[src/rtl/i2s_rx_sampler.sv]
// rtl/i2s_rx_sampler.sv - I2S ADC receiver oversampled in the 50 MHz domain
// Emits an L/R pair with a one-cycle strobe; short slots raise a frame-error strobe.
module i2s_rx_sampler #(
    parameter int WS          = 16,
    parameter int SYNC_STAGES = 2,
    parameter int ERR_W       = 8
) (
    input  logic             iCLK_50,
    input  logic             iRST,
    input  logic             iBCLK,
    input  logic             iLRCK,
    input  logic             iDAT,
    output logic [WS-1:0]    oL,
    output logic [WS-1:0]    oR,
    output logic             oVALID,
    output logic             oFRAME_ERR,
    output logic [ERR_W-1:0] oERR_CNT
);

    localparam int CW = (WS > 2) ? $clog2(WS) : 1;

    typedef enum logic [1:0] {S_IDLE, S_SKIP, S_SHIFT, S_DONE} state_t;

    logic [1:0]             r_rst_pipe;
    logic                   w_rst;
    logic [SYNC_STAGES-1:0] r_bclk_sync;
    logic [SYNC_STAGES-1:0] r_lrck_sync;
    logic [SYNC_STAGES-1:0] r_dat_sync;
    logic                   r_bclk_prev;
    logic                   r_lrck_last;
    logic                   r_lrck_seen;
    state_t                 r_state;
    logic                   r_chan;
    logic [CW-1:0]          r_bitcnt;
    logic [WS-2:0]          r_shift;
    logic [WS-1:0]          r_stage;
    logic                   r_left_ok;
    logic [WS-1:0]          r_l;
    logic [WS-1:0]          r_r;
    logic                   r_valid;
    logic                   r_ferr;
    logic [ERR_W-1:0]       r_err_cnt;

    logic                   w_bclk;
    logic                   w_lrck;
    logic                   w_dat;
    logic                   w_rise;
    logic                   w_edge;
    logic [WS-1:0]          w_word;

    // Reset asserts immediately but releases on a clock edge.
    always_ff @(posedge iCLK_50 or posedge iRST) begin
        if (iRST) r_rst_pipe <= 2'b11;
        else      r_rst_pipe <= {r_rst_pipe[0], 1'b0};
    end
    assign w_rst = r_rst_pipe[1];

    assign w_bclk = r_bclk_sync[SYNC_STAGES-1];
    assign w_lrck = r_lrck_sync[SYNC_STAGES-1];
    assign w_dat  = r_dat_sync[SYNC_STAGES-1];
    assign w_rise = w_bclk & ~r_bclk_prev;
    // The very first observed rise only primes r_lrck_last; it cannot be an edge.
    assign w_edge = w_rise & r_lrck_seen & (w_lrck != r_lrck_last);
    assign w_word = {r_shift, w_dat};

    always_ff @(posedge iCLK_50 or posedge w_rst) begin
        if (w_rst) begin
            r_bclk_sync <= '0;
            r_lrck_sync <= '0;
            r_dat_sync  <= '0;
            r_bclk_prev <= 1'b0;
            r_lrck_last <= 1'b0;
            r_lrck_seen <= 1'b0;
            r_state     <= S_IDLE;
            r_chan      <= 1'b0;
            r_bitcnt    <= '0;
            r_shift     <= '0;
            r_stage     <= '0;
            r_left_ok   <= 1'b0;
            r_l         <= '0;
            r_r         <= '0;
            r_valid     <= 1'b0;
            r_ferr      <= 1'b0;
            r_err_cnt   <= '0;
        end else begin
            r_bclk_sync <= {r_bclk_sync[SYNC_STAGES-2:0], iBCLK};
            r_lrck_sync <= {r_lrck_sync[SYNC_STAGES-2:0], iLRCK};
            r_dat_sync  <= {r_dat_sync[SYNC_STAGES-2:0], iDAT};
            r_bclk_prev <= w_bclk;
            r_valid     <= 1'b0;
            r_ferr      <= 1'b0;
            if (w_rise) begin
                r_lrck_last <= w_lrck;
                r_lrck_seen <= 1'b1;
                if (w_edge) begin
                    r_chan   <= w_lrck;
                    r_state  <= S_SKIP;
                    r_bitcnt <= '0;
                    if (r_state == S_SKIP || r_state == S_SHIFT) begin
                        r_ferr    <= 1'b1;
                        r_left_ok <= 1'b0;
                        if (r_err_cnt != {ERR_W{1'b1}})
                            r_err_cnt <= r_err_cnt + ERR_W'(1);
                    end
                end else begin
                    case (r_state)
                        S_SKIP: begin
                            r_state  <= S_SHIFT;
                            r_bitcnt <= '0;
                        end
                        S_SHIFT: begin
                            r_shift  <= w_word[WS-2:0];
                            r_bitcnt <= r_bitcnt + CW'(1);
                            if (r_bitcnt == CW'(WS-1)) begin
                                r_state <= S_DONE;
                                if (!r_chan) begin
                                    r_stage   <= w_word;
                                    r_left_ok <= 1'b1;
                                end else begin
                                    if (r_left_ok) begin
                                        r_l     <= r_stage;
                                        r_r     <= w_word;
                                        r_valid <= 1'b1;
                                    end
                                    r_left_ok <= 1'b0;
                                end
                            end
                        end
                        default: ;
                    endcase
                end
            end
        end
    end

    assign oL         = r_l;
    assign oR         = r_r;
    assign oVALID     = r_valid;
    assign oFRAME_ERR = r_ferr;
    assign oERR_CNT   = r_err_cnt;

endmodule
[config.mk]
export PLATFORM = sky130hd
export DESIGN_NAME = i2s_rx_sampler
export DESIGN_NICKNAME = d
export VERILOG_FILES = /design/src/rtl/i2s_rx_sampler.sv
export SDC_FILE = /design/constraint.sdc
export NUM_CORES = 1
export LEC_CHECK = 0
export CAP_MARGIN = 20
export CORE_ASPECT_RATIO = 0.75
export CORE_MARGIN = 3
export CORE_UTILIZATION = 33
export CTS_BUF_LIST = sky130_fd_sc_hd__clkbuf_2 sky130_fd_sc_hd__clkbuf_4 sky130_fd_sc_hd__clkbuf_8
export DETAILED_ROUTE_END_ITERATION = 7
export HOLD_SLACK_MARGIN = 0.08
export PLACE_DENSITY = 0.53
export SYNTH_ARGS = -nofsm -noshare
export SYNTH_HDL_FRONTEND = slang
export SYNTH_SLANG_ARGS = --single-unit
[constraint.sdc]
create_clock -name iCLK_50 -period 3.2 [get_ports iCLK_50]
set_input_delay 0.32 -clock iCLK_50 [delete_from_list [all_inputs] [get_ports iCLK_50]]
set_output_delay 0.32 -clock iCLK_50 [all_outputs]
set_load 0.01 [all_outputs]
==> results of run 1 <==
## logic make-up after synthesis
| kind of cell | after synthesis |
|---|---|
| AND/OR/NAND/NOR | 88 |
| XOR/XNOR | 5 |
| flip-flops | 92 |
| buffers and inverters | 13 |
| multiplexers | 52 |
| AO/OA/AOI/OAI | 19 |
| other | 1 |
| adder cells (fa/ha/maj) | 4 |
## metrics by stage
step / area (sq um) / util (%) / setup WS (ps)
detailed placement: 4220 / 40.4 / 837
floorplan: 3580 / - / 527
finish: 4400 / 42.1 / 855
global placement: 4220 / 40.4 / 916
CTS: 4400 / 42.1 / 826
global route: 4400 / 42.1 / 629
## sequential cells by signal, indices dropped and copies added, names as in the netlist, 2 cells and up
register	count
oR	16
oERR_CNT	8
r_rst_pipe	2
r_bitcnt	4
r_lrck_sync	2
r_dat_sync	2
r_stage	16
r_bclk_sync	2
r_state	2
r_shift	15
oL	16
## how the worst min path moves through the flow
stage	startpoint	end	cells past startpoint
global route	r_rst_pipe[1]	oERR_CNT[2]	1
detailed placement	r_rst_pipe[1]	oERR_CNT[6]	1
floorplan	iRST	r_rst_pipe[0]	1
CTS	r_rst_pipe[1]	r_chan	1
finish	r_rst_pipe[1]	oERR_CNT[7]	1
global placement	r_rst_pipe[1]	oERR_CNT[4]	1
## critical path, stage by stage (launching register included)
cell	delay, ps
dfrtp_1	390
inv_1	80
ha_1	240
nand3b_1	120
a21o_1	280
nor3_4	700
mux2_2	410
## area by class of cell
cell class                 instances  share of cell area [%]
sequential                        92                    52.4
multi-input combinational        169                    27.7
inverter                           5                   0.455
tap                              136                    3.87
clock inverter                     4                   0.569
clock buffer                      12                    3.47
timing repair buffer              51                    11.6
## cells in the final DEF, fill, tap and decap left out, types with 2 or more instances in the layout
cell type	n
mux2_1	2
clkbuf_8	10
clkinvlp_4	2
nor2_1	5
nor3_1	2
dfrtp_1	90
nand2b_1	2
inv_1	4
clkdlybuf4s50_1	46
dfstp_2	2
xnor2_1	4
buf_4	4
o21ai_0	5
clkinv_2	3
nand3b_1	2
nand3_1	7
nor2b_1	4
nor3_4	2
a31oi_1	3
nand4_1	3
ha_1	4
nand2_1	57
a41oi_1	3
a21oi_1	4
clkbuf_4	2
mux2_2	49
## per-layer routing
layer  up-vias  wire length, um  global-route usage [%]
met3         9              274                    3.99
met2        43             2640                    15.7
li1       1053                -                       -
met5         -                0                       0
met1      1078             3380                    17.2
met4         0              113                    4.82
## power breakdown
part           switching, mW  total, mW  internal (mW)
sequential            0.0682       1.29           1.23
combinational          0.145      0.269          0.124
clock                  0.391      0.710          0.319
==> impl_metrics.env, run 1 <==
export IMPL_outcome="finished clean"
export IMPL_synth_top_area_cell="dfrtp_1"
export IMPL_chipWidth_um=126
export IMPL_die_h_um=96.2
export IMPL_totalPowerFinal_mw=2.27
export IMPL_grt_ovfl_total=0
export IMPL_syn_nets=283
export IMPL_grt_pass1_vias=2162
export IMPL_timing_max_transition_violations_final=0
export IMPL_critPathCaptureType="flop"
export IMPL_r2r_slack_ps=850
export IMPL_seq_area_sq_um=2300
export IMPL_num_nets_final=337
export IMPL_postCtsSetupBuffers=0
export IMPL_ys_async_sr_fraction_pct=100
export IMPL_fmax_mhz=426
export IMPL_synth_cells=274
export IMPL_tightest_slew_ps=864
export IMPL_fin_hold_ws_ps=203
export IMPL_crit_path_start_kind="flop"
export IMPL_synth_seq_area_share_pct=64.4
export IMPL_multi_input_area_sq_um=1220
export IMPL_crit_start="r_state[0]"
export IMPL_reg2reg_to="r_stage[12]"
export IMPL_synth_common_cells="dfrtp_1 (90), nand2_1 (57), mux2_2 (49)"
export IMPL_grt_pass1_wl_um=11000
export IMPL_cts_tree="built"
export IMPL_drt_initial_drc_count=89
export IMPL_ant_nets=0
export IMPL_synth_warning_count=0
export IMPL_power_density_cell_area_nw_per_um2=516
export IMPL_hpwlAfterDp_um=4270
export IMPL_crit_arrival_ps=2590
export IMPL_root_buffer="clkbuf_8"
export IMPL_nFillCells=981
export IMPL_numCtsBuffers=9
export IMPL_port_buffers=46
export IMPL_start_util_pct=34.3
export IMPL_fin_cells=469
export IMPL_worstReg2RegStart="r_state[0]"
export IMPL_netlist_top_cells_area="dfrtp_1 (63%), mux2_2 (15%), nand2_1 (6.0%)"
export IMPL_wl_per_cell_um=13.7
export IMPL_gp_congestion=0.763
export IMPL_cts_buffer_depth=2
export IMPL_synth_xor_area_share_pct=1.22
export IMPL_vias=2183
export IMPL_syn_area_sq_um=3580
export IMPL_rows=32
export IMPL_track_usage_pct=11.7
export IMPL_rsz0062_at_grt="false"
export IMPL_synthAdderAreaFrac_pct=1.40
export IMPL_ys_seq_elements=92
export IMPL_synth_edf_count=0
export IMPL_core_area_sq_um=10500
export IMPL_cp_max_fo=17
export IMPL_fin_setup_tns_ps=0
export IMPL_die_area_sq_um=12200
export IMPL_finalSetupViolCount=0
export IMPL_clock_latency_ps=360
export IMPL_synth_top_family_by_area="multiplexers"
export IMPL_via_per_inst=4.65
export IMPL_grt_max_degree=75
export IMPL_htree_num_levels=3
export IMPL_yosysMostFrequentCell="dfrtp_1"
export IMPL_synthMuxAreaShare_pct=16.3
export IMPL_ir_drop_v=0.000251
export IMPL_worstSetupPathType="reg -> reg"
export IMPL_postSynthAreaPerCell_sq_um=13.1
export IMPL_area_delta_synth_final_pct=22.9
export IMPL_critPathRequiredTime_ps=3440
export IMPL_drive_gt1_share_pct=23.1
export IMPL_slew_headroom_pct=42.2
export IMPL_synth_compound_area_share_pct=3.53
export IMPL_fin_crit_sh_pct=73.3
export IMPL_ys_types=36
export IMPL_maxCapViolCount=0
export IMPL_hold_class="reg -> async"
export IMPL_antenna_cells=0
export IMPL_wl_um=6400
export IMPL_cts_resized_gates=0
export IMPL_p_leak_nw=2.12
export IMPL_hold_buffers=0
export IMPL_cts_sinks=92
export IMPL_route_detailed_drc=0
export IMPL_num_io_pins=47
export IMPL_r2r_cells=6
export IMPL_antenna_found_initial=0
export IMPL_clock_skew_ps=7.83
export IMPL_crit_path_end="r_stage[12]"
export IMPL_hold_violations=0
export IMPL_clk_pin_slew_ps=80
export IMPL_yosysTopAreaCellShare_pct=62.9
export IMPL_min_period_ps=2350
export IMPL_synthFlopType="dfrtp_1"
export IMPL_detail_route_first_pass_iterations=4
export IMPL_placed_cells=453
export IMPL_synthSimpleGateAreaFrac_pct=11.3
Power figures use the tool's default switching activity.
==> inputs of run 2 (changes only) <==
==> constraint.sdc (replaced) <==
create_clock -name iCLK_50 -period 2.4 [get_ports iCLK_50]
set_input_delay 0.24 -clock iCLK_50 [delete_from_list [all_inputs] [get_ports iCLK_50]]
set_output_delay 0.24 -clock iCLK_50 [all_outputs]
set_load 0.01 [all_outputs]
==> impl_metrics.env, run 2 (synthesized netlist as in run 1, its figures left out) <==
export IMPL_finalSetupViolCount=0
export IMPL_fin_crit_sh_pct=87.7
export IMPL_rsz0062_at_grt="false"
export IMPL_ir_drop_v=0.000411
export IMPL_gp_congestion=0.734
export IMPL_p_leak_nw=2.14
export IMPL_vias=2189
export IMPL_grt_util_met1_pct=16.7
export IMPL_timing_max_transition_violations_final=0
export IMPL_htree_num_levels=3
export IMPL_outcome="finished clean"
export IMPL_clock_latency_ps=360
export IMPL_via_per_inst=4.64
export IMPL_worstSetupPathType="reg -> reg"
export IMPL_area_delta_synth_final_pct=23.7
export IMPL_clock_skew_ps=6.91
export IMPL_numCtsBuffers=9
export IMPL_hold_class="in -> async"
export IMPL_crit_path_start_kind="flop"
export IMPL_cts_buffer_depth=2
export IMPL_clk_pin_slew_ps=80
export IMPL_hold_buffers=0
export IMPL_wl_um=6380
export IMPL_final_common_cell="dfrtp_1"
export IMPL_fin_setup_tns_ps=0
export IMPL_die_h_um=96.2
export IMPL_grtUsageMet2_pct=16.9
export IMPL_seq_area_sq_um=2300
export IMPL_grt_max_degree=54
export IMPL_stdcell_area_sq_um=4430
export IMPL_worstReg2RegStart="r_state[0]"
export IMPL_drive_gt1_share_pct=23.8
export IMPL_antenna_found_initial=0
export IMPL_min_period_ps=2100
export IMPL_grt_use_met3_pct=5.55
export IMPL_drt_initial_drc_count=97
export IMPL_ant_nets=0
export IMPL_antenna_cells=0
export IMPL_rows=32
export IMPL_hold_violations=0
export IMPL_postCtsSetupBuffers=0
export IMPL_num_nets_final=342
export IMPL_detail_route_first_pass_iterations=4
export IMPL_wl_per_cell_um=13.5
export IMPL_r2r_slack_ps=300
export IMPL_num_io_pins=47
export IMPL_fmax_mhz=475
export IMPL_cts_sinks=92
export IMPL_core_area_sq_um=10500
export IMPL_power_density_cell_area_nw_per_um2=677
export IMPL_reg2reg_to="oR[15]"
export IMPL_r2r_cells=7
export IMPL_top_usage_layer="met2"
export IMPL_route_detailed_drc=0
export IMPL_crit_arrival_ps=2340
export IMPL_die_area_sq_um=12200
export IMPL_grt_pass1_wl_um=11300
export IMPL_tightest_slew_ps=531
export IMPL_grt_ovfl_total=0
export IMPL_cts_tree="built"
export IMPL_critPathRequiredTime_ps=2640
export IMPL_chipWidth_um=126
export IMPL_port_buffers=46
export IMPL_track_usage_pct=11.9
export IMPL_maxCapViolCount=0
export IMPL_root_buffer="clkbuf_8"
export IMPL_mostFrequentLayoutCells="dfrtp_1 (90), nand2_1 (57), mux2_2 (49)"
export IMPL_critPathCaptureType="flop"
export IMPL_place_area_sq_um=4260
export IMPL_start_util_pct=34.3
export IMPL_cts_resized_gates=0
export IMPL_cp_max_fo=12
export IMPL_multi_input_area_sq_um=1220
export IMPL_grt_pass1_vias=2175
export IMPL_slew_headroom_pct=64.2
export IMPL_hpwlAfterDp_um=4370
export IMPL_nFillCells=990
run 2: changes by cell type in the layout (fill, tap and decap cells not counted):
| cell | change |
|---|---|
| buf_4 | +5 |
| clkinv_2 | -2 |
run 2: where the power goes:
group          switching [mW]  internal, mW  total, mW
registers              0.0887          1.63       1.72
clock network           0.495         0.415      0.910
logic                   0.194         0.171      0.365
run 2: how the worst max path moves through the flow:
stage / start / to / slack, ps / cells past startpoint
6_report: r_state[0] / oR[15] / 300 / 7
5_1_grt: r_state[0] / oL[0] / 130 / 7
4_1_cts: r_state[0] / oR[15] / 280 / 7
3_5_place_dp: r_state[0] / oL[12] / 320 / 7
3_3_place_gp: r_state[0] / oL[5] / 390 / 7
2_1_floorplan: r_state[0] / r_stage[0] / 420 / 8
run 2: critical path, cell delays in order, from the launching register on:
cell,delay [ps]
dfrtp_1,390
inv_1,80
ha_1,240
nand3b_1,120
a21o_1,310
nor3_4,250
buf_4,240
mux2_2,360
run 2: layout make-up:
class,count,area share (%)
clock inverter,2,0.282
inverter,5,0.508
tap,136,3.84
clock buffer,12,3.45
multi-input combinational,169,27.5
timing repair buffer,56,12.4
sequential,92,52.0
run 2: stage by stage:
| step | instances | worst slack [ps] | utilization (%) | total power [mW] | hold slack, ps |
|---|---|---|---|---|---|
| 2_1_floorplan | 274 | 421 | - | 1.97 | 152 |
| 3_3_place_gp | 458 | 389 | 40.8 | 2.12 | 293 |
| 5_1_grt | 472 | 130 | 42.4 | 3.18 | 214 |
| 3_5_place_dp | 458 | 318 | 40.8 | 2.13 | 290 |
| 6_report | 472 | 296 | 42.4 | 3.00 | 211 |
| 4_1_cts | 472 | 283 | 42.4 | 3.05 | 194 |
run 2: per-layer routing:
metal / wire, um / part of all wire (%)
met5: 0 / 0
met4: 84 / 1.3
met3: 281 / 4.4
met2: 2740 / 43
met1: 3280 / 51
==> inputs of run 3 (changes only) <==
--- a/config.mk
+++ b/config.mk
@@ -11,6 +11,7 @@
 export CORE_UTILIZATION = 33
 export CTS_BUF_LIST = sky130_fd_sc_hd__clkbuf_2 sky130_fd_sc_hd__clkbuf_4 sky130_fd_sc_hd__clkbuf_8
 export DETAILED_ROUTE_END_ITERATION = 7
+export GPL_ROUTABILITY_DRIVEN = 0
 export HOLD_SLACK_MARGIN = 0.08
 export PLACE_DENSITY = 0.53
 export SYNTH_ARGS = -nofsm -noshare
==> results of run 3 <==
Final layout, timing and power as in run 2 (identical DEF).
